[src/rtl/key_cmd_pkg.sv]
// Shared state encoding, default parameters and arbitration helper
// for the key command scheduler.
package key_cmd_pkg;

  typedef enum logic [1:0] {
    IDLE  = 2'd0,
    TRACK = 2'd1,
    ISSUE = 2'd2
  } state_e;

  localparam int NUM_KEYS_DEF    = 4;
  localparam int HOLD_CYCLES_DEF = 50000;
  localparam int MAX_KEYS        = 16;
  localparam int IDX_W           = 4;

  // Fixed-priority pick: the lowest set bit wins, all-zero returns 0.
  function automatic logic [IDX_W-1:0] lowest_set_index(input logic [MAX_KEYS-1:0] vec);
    logic [IDX_W-1:0] idx;
    idx = '0;
    for (int i = MAX_KEYS - 1; i >= 0; i--) begin
      if (vec[i]) begin
        idx = IDX_W'(i);
      end else begin
        idx = idx;
      end
    end
    return idx;
  endfunction

endpackage

[src/rtl/key_edge_latch.sv]
// Per-key rising-edge detector with a one-deep pending flag; flags a lost
// press when a new edge arrives while a previous one is still waiting.
module key_edge_latch
  import key_cmd_pkg::*;
(
  input  logic clk_in,
  input  logic rst_in,
  input  logic key_level_in,
  input  logic consume_in,
  output logic rise_out,
  output logic pending_out,
  output logic drop_out
);

  logic key_d_q;
  logic key_d_d;
  logic pending_q;
  logic pending_d;

  // Edge detection and pending bookkeeping.
  always_comb begin
    key_d_d   = key_level_in;
    rise_out  = key_level_in & ~key_d_q;
    drop_out  = 1'b0;
    pending_d = pending_q;
    if (consume_in) begin
      // Selection by the arbiter absorbs both the stored and a same-cycle edge.
      pending_d = 1'b0;
    end else if (rise_out) begin
      pending_d = 1'b1;
      drop_out  = pending_q;
    end else begin
      pending_d = pending_q;
    end
  end

  // Key history resets high so a key held through reset yields no edge.
  always_ff @(posedge clk_in) begin
    if (rst_in) begin
      key_d_q   <= 1'b1;
      pending_q <= 1'b0;
    end else begin
      key_d_q   <= key_d_d;
      pending_q <= pending_d;
    end
  end

  assign pending_out = pending_q;

endmodule

[src/rtl/key_cmd_scheduler.sv]
// Serialises debounced key presses into short/long-press commands delivered
// one at a time over a valid/ack handshake, lowest key index first.
module key_cmd_scheduler
  import key_cmd_pkg::*;
#(
  parameter int NUM_KEYS    = NUM_KEYS_DEF,
  parameter int HOLD_CYCLES = HOLD_CYCLES_DEF,
  parameter int CMD_W       = 2,
  parameter int CNT_W       = 16
) (
  input  logic                clk_in,
  input  logic                rst_in,
  input  logic [NUM_KEYS-1:0] key_level_in,
  output logic                cmd_valid_out,
  output logic [CMD_W-1:0]    cmd_id_out,
  output logic                cmd_long_out,
  input  logic                cmd_ack_in,
  output logic                busy_out,
  output logic                dropped_out
);

  localparam logic [CNT_W-1:0] HOLD_MAX = CNT_W'(HOLD_CYCLES);

  logic [NUM_KEYS-1:0] rise_s;
  logic [NUM_KEYS-1:0] pending_s;
  logic [NUM_KEYS-1:0] drop_s;
  logic [NUM_KEYS-1:0] consume_s;
  logic [NUM_KEYS-1:0] req_s;
  logic [CMD_W-1:0]    pick_s;

  state_e           state_q;
  state_e           state_d;
  logic [CMD_W-1:0] sel_q;
  logic [CMD_W-1:0] sel_d;
  logic             long_q;
  logic             long_d;
  logic [CNT_W-1:0] hold_cnt_q;
  logic [CNT_W-1:0] hold_cnt_d;
  logic             valid_q;
  logic             valid_d;
  logic             busy_q;
  logic             busy_d;
  logic             dropped_q;
  logic             dropped_d;

  for (genvar i = 0; i < NUM_KEYS; i++) begin : g_key
    key_edge_latch u_latch (
      .clk_in       (clk_in),
      .rst_in       (rst_in),
      .key_level_in (key_level_in[i]),
      .consume_in   (consume_s[i]),
      .rise_out     (rise_s[i]),
      .pending_out  (pending_s[i]),
      .drop_out     (drop_s[i])
    );
  end

  // Arbitration, next-state and registered-output computation.
  always_comb begin
    req_s      = pending_s | rise_s;
    pick_s     = CMD_W'(lowest_set_index(MAX_KEYS'(req_s)));
    consume_s  = '0;
    state_d    = state_q;
    sel_d      = sel_q;
    long_d     = long_q;
    hold_cnt_d = hold_cnt_q;
    case (state_q)
      IDLE: begin
        if (|req_s) begin
          consume_s[pick_s] = 1'b1;
          sel_d             = pick_s;
          long_d            = 1'b0;
          // A pending key already released goes straight out as a short press.
          if (key_level_in[pick_s]) begin
            state_d    = TRACK;
            hold_cnt_d = '0;
          end else begin
            state_d = ISSUE;
          end
        end else begin
          state_d = IDLE;
        end
      end
      TRACK: begin
        if (key_level_in[sel_q]) begin
          if (hold_cnt_q < HOLD_MAX) begin
            hold_cnt_d = hold_cnt_q + CNT_W'(1);
          end else begin
            hold_cnt_d = hold_cnt_q;
          end
        end else begin
          state_d = ISSUE;
          long_d  = (hold_cnt_q >= HOLD_MAX);
        end
      end
      ISSUE: begin
        if (cmd_ack_in) begin
          state_d = IDLE;
        end else begin
          state_d = ISSUE;
        end
      end
      default: begin
        state_d = IDLE;
      end
    endcase
    valid_d   = (state_d == ISSUE);
    busy_d    = (state_d != IDLE);
    dropped_d = |drop_s;
  end

  // State and output registers.
  always_ff @(posedge clk_in) begin
    if (rst_in) begin
      state_q    <= IDLE;
      sel_q      <= '0;
      long_q     <= 1'b0;
      hold_cnt_q <= '0;
      valid_q    <= 1'b0;
      busy_q     <= 1'b0;
      dropped_q  <= 1'b0;
    end else begin
      state_q    <= state_d;
      sel_q      <= sel_d;
      long_q     <= long_d;
      hold_cnt_q <= hold_cnt_d;
      valid_q    <= valid_d;
      busy_q     <= busy_d;
      dropped_q  <= dropped_d;
    end
  end

  assign cmd_valid_out = valid_q;
  assign cmd_id_out    = sel_q;
  assign cmd_long_out  = long_q;
  assign busy_out      = busy_q;
  assign dropped_out   = dropped_q;

endmodule

[config.mk]
export PLATFORM = sky130hd
export DESIGN_NAME = key_cmd_scheduler
export DESIGN_NICKNAME = d
export VERILOG_FILES = /design/src/rtl/key_cmd_pkg.sv /design/src/rtl/key_edge_latch.sv /design/src/rtl/key_cmd_scheduler.sv
export SDC_FILE = /design/constraint.sdc
export NUM_CORES = 1
export LEC_CHECK = 0
export BUFFER_PORTS_ARGS = -buffer_cell sky130_fd_sc_hd__buf_2
export CORE_MARGIN = 10
export CORE_UTILIZATION = 30
export CTS_BUF_LIST = sky130_fd_sc_hd__clkbuf_2
export CTS_CLUSTER_SIZE = 16
export DETAILED_ROUTE_END_ITERATION = 12
export PLACE_DENSITY_LB_ADDON = 0.05
export SLEW_MARGIN = 15
export SYNTH_ARGS = -nofsm -noshare
export SYNTH_HDL_FRONTEND = slang
export SYNTH_HIERARCHICAL = 1
export SYNTH_SLANG_ARGS = --single-unit
[constraint.sdc]
create_clock -name clk_in -period 2.2 [get_ports clk_in]
set_input_delay 0.11 -clock clk_in [delete_from_list [all_inputs] [get_ports clk_in]]
set_output_delay 0.11 -clock clk_in [all_outputs]
set_load 0.01 [all_outputs]
==> summary.txt <==
Run status
  • Status: complete, no violations

Pwr
  • PD cells: roughly 640 nW/um^2
  • Max VDD drop: 0.308 mV
  • Leakage: around 0.75 nW
  • Pwr Total: 0.00123 W

Route
  • Routed WL per cell: 14.2 um
  • DR top layer: met4
  • Met1 Routed Length: 1790 um
  • Routed met2 length: 2040 um
  • DRC: 0
  • Vias/cell: between 5 and 6
  • WL met3: between 150 and 200 um
  • Routed WL: roughly 4100 um
  • Antenna violation net count after detailed routing: 0
  • DRT Pass-1 Iters: 5
  • Via count: roughly 1,500
  • Initial drt markers: 38

Cells and area
  • Final instance area: between 1500 and 2000 um^2
  • Utilization after layout: 0.370
  • Commonest cells after routing, fill and taps aside: dfxtp_1 (32), o21ai_0 (23), nor2_1 (22), nand2_1 (13), buf_2 (13)
  • Area Growth Syn to Fin: 18.0%
  • Diode count: 0
  • Most common cell after layout, fill and taps aside: dfxtp_1
  • Final Net Count: roughly 230
  • Register area: about 640 um^2
  • Area of the multi-input gates: 997 um^2
  • Share of cells above drive strength 1: 0.199
  • Fillers: ~540

Setup path
  • Critical R2R Capture: hold_cnt_q[10]
  • R2R setup slack: 120 ps
  • Worst r2r src: g_key[2].u_latch/key_d_q
  • CP Capture Point: hold_cnt_q[10]
  • CP Data Arrival Time: roughly 2500 ps
  • Critical Path Source: key_level_in[3]
  • Crit path launch type: input pin
  • Max stage delay on crit path: around 530 ps
  • Required time worst endpoint: between 2000 and 3000 ps
  • Crit path cell chain: dlygate4sd3_1, buf_2, nor2b_4, or4_4, o22ai_2, a31oi_4, a221oi_4, buf_2, o21ai_0, o21ai_0
  • Cells on worst reg2reg path: 8
  • CP max-delay cell: dlygate4sd3_1
  • WS Path Type: in -> reg
  • CP max FO: 7
  • Worst setup EP type: flip-flop

Min path
  • Min-Delay Path Class: in -> reg

Synth
  • EDFF count, synth: 0
  • Flop and latch count out of synthesis: 32
  • Sequential share of the synthesized area: 0.395
  • Syn Area/Cell: between 8 and 9 um^2
  • Share of the synthesized area in the top cell type: 0.395
  • Net Count, Synth: around 200
  • Synth area leaders: dfxtp_1 (39%), o21ai_0 (7.1%), nor2_1 (5.3%)
  • Cell count after synthesis: about 190
  • Unique masters post-synth: 43
  • Async set-reset flop share out of synthesis: 0
  • Yosys top cell by area: dfxtp_1
  • Post-Synthesis Cell Area: roughly 1600 um^2
  • Main synth FF type: dfxtp_1
  • Yosys Warn Count: 6

STA
  • Worst Max-Slew Pin Slew: around 520 ps
  • Slew HR: 0.652
  • Final worst-path cycle share: 0.972
  • Fmax: between 0.4 and 0.5 GHz
  • Endpoints failing hold: 0
  • Hold WS: between 150 and 200 ps
  • Setup Skew: roughly 12 ps
  • Final setup fails: 0
  • Minimum clock period after layout: 2140 ps
  • Max Slew Vio Count: 0

Clock network
  • Clock Path Buffers: 2
  • Sink Count: 32
  • Clock root buffer: clkbuf_2
  • TritonCTS clock tree: built
  • Post-CTS Setup Bufs: 0
  • Clk_lat worst skew: 360 ps
  • Total CTS buffers: 5
  • H-tree lvl count: 2
  • Clk slew on worst S/H paths: around 160 ps

Global route
  • Global route overflow: 0
  • First-pass GRT wire length: 6630 um
  • Largest net degree at the start of global routing: 23
  • Vias in the first global route: 1,467
  • Total GRT Usage: 0.0932
  • Initial antenna violation count: 0

Placement
  • Detail Placement HPWL: between 2000 and 3000 um
  • Placer congestion estimate: about 0.83
  • Port-buffer cells: 12
  • Placed inst area: 1790 um^2

Floorplanning
  • Die height: just over 90 um
  • Std cell rows: 26
  • Die X: roughly 94 um
  • Core ar.: slightly above 5000 um^2
  • Die area: 8750 um^2
  • # IOs: 13
  • Starting Density: 0.314

Run
  • Maxcap violations: 0
[timing repair]
item                       in CTS  in global routing
setup endpoints to repair       0                  8
resized for setup               0                  9
hold endpoints to repair        4                  0
hold buffers                    4                  0
[how the worst min path moves through the flow]
stage          cells past startpoint                      endpoint       startpoint
2_1_floorplan                      1      g_key[0].u_latch/key_d_q           rst_in
3_3_place_gp                       2      g_key[1].u_latch/key_d_q  key_level_in[1]
3_5_place_dp                       2      g_key[1].u_latch/key_d_q  key_level_in[1]
4_1_cts                            3  g_key[0].u_latch/pending_out  key_level_in[0]
5_1_grt                            3  g_key[1].u_latch/pending_out  key_level_in[1]
6_report                           5                      busy_out       cmd_ack_in
[through the flow]
step	TNS, ps	std cells	worst slack [ps]
2_1_floorplan	0	192	283
3_3_place_gp	0	276	135
3_5_place_dp	0	276	79.0
4_1_cts	0	285	41.4
5_1_grt	-61.3	286	-28.0
6_report	0	286	60.7
[layer usage]
metal | track usage | vias up
met5 | 0 | -
met4 | 0.0354 | 0
met3 | 0.0328 | 9
met2 | 0.164 | 22
met1 | 0.100 | 699
li1 | - | 750
[synth_stat cells, types with 2 or more instances]
cell type  instances
ha_1               2
inv_1              5
clkbuf_1           2
a21oi_1            7
and2_1             3
or2_1              4
nor3_1             4
nand3b_1           2
dfxtp_1           32
a211oi_1           2
o21ai_1            6
nor2_1            23
nand4_1            5
nand2b_1           3
and3b_1            5
nand3_1            8
nor2b_4            4
o21ai_0           23
a31oi_1            7
nand2_1           13
nor2b_1            3
or4_4              2
o31ai_1            3
o21a_1             5
[critical path: cells and delay by family]
kind	cells	cell delay, ps
AO/OA/AOI/OAI	5	760
AND/OR/NAND/NOR	2	650
buffers and inverters	3	930
[state kept, by name (all words and copies together), names as in the netlist]
signal                     flops
busy_out                       1
cmd_valid_out                  1
cmd_long_out                   1
g_key.u_latch/key_d_q          4
hold_cnt_q                    16
g_key.u_latch/pending_out      4
state_q                        2
dropped_out                    1
cmd_id_out                     2
[report_power, final]
group	switching, W	total (W)	internal (W)
Sequential	0.0000304	0.000644	0.000613
Clock	0.000195	0.000255	0.0000609
Combinational	0.000187	0.000327	0.000140
Total	0.000412	0.00123	0.000814
[layout make-up]
| cell class | count | area share |
|---|---|---|
| repair buffers | 22 | 0.0764 |
| flip-flops and latches | 32 | 0.334 |
| clock buffers | 5 | 0.0131 |
| well taps | 70 | 0.0457 |
| inverters | 5 | 0.00980 |
| multi-input cells | 152 | 0.521 |
[cell families (layout without fill, tap and decap cells)]
logic type                 count (synthesis)  count (layout)  share of synthesized area
and+or+nand+nor                           87              87                      0.317
adders and majority gates                  2               2                     0.0154
AOI/OAI and AO/OA                         62              62                      0.238
DFF                                       32              32                      0.395
buffers and inverters                      8              32                     0.0208
muxes                                      1               1                     0.0139
(Power assumes the default switching activity.)
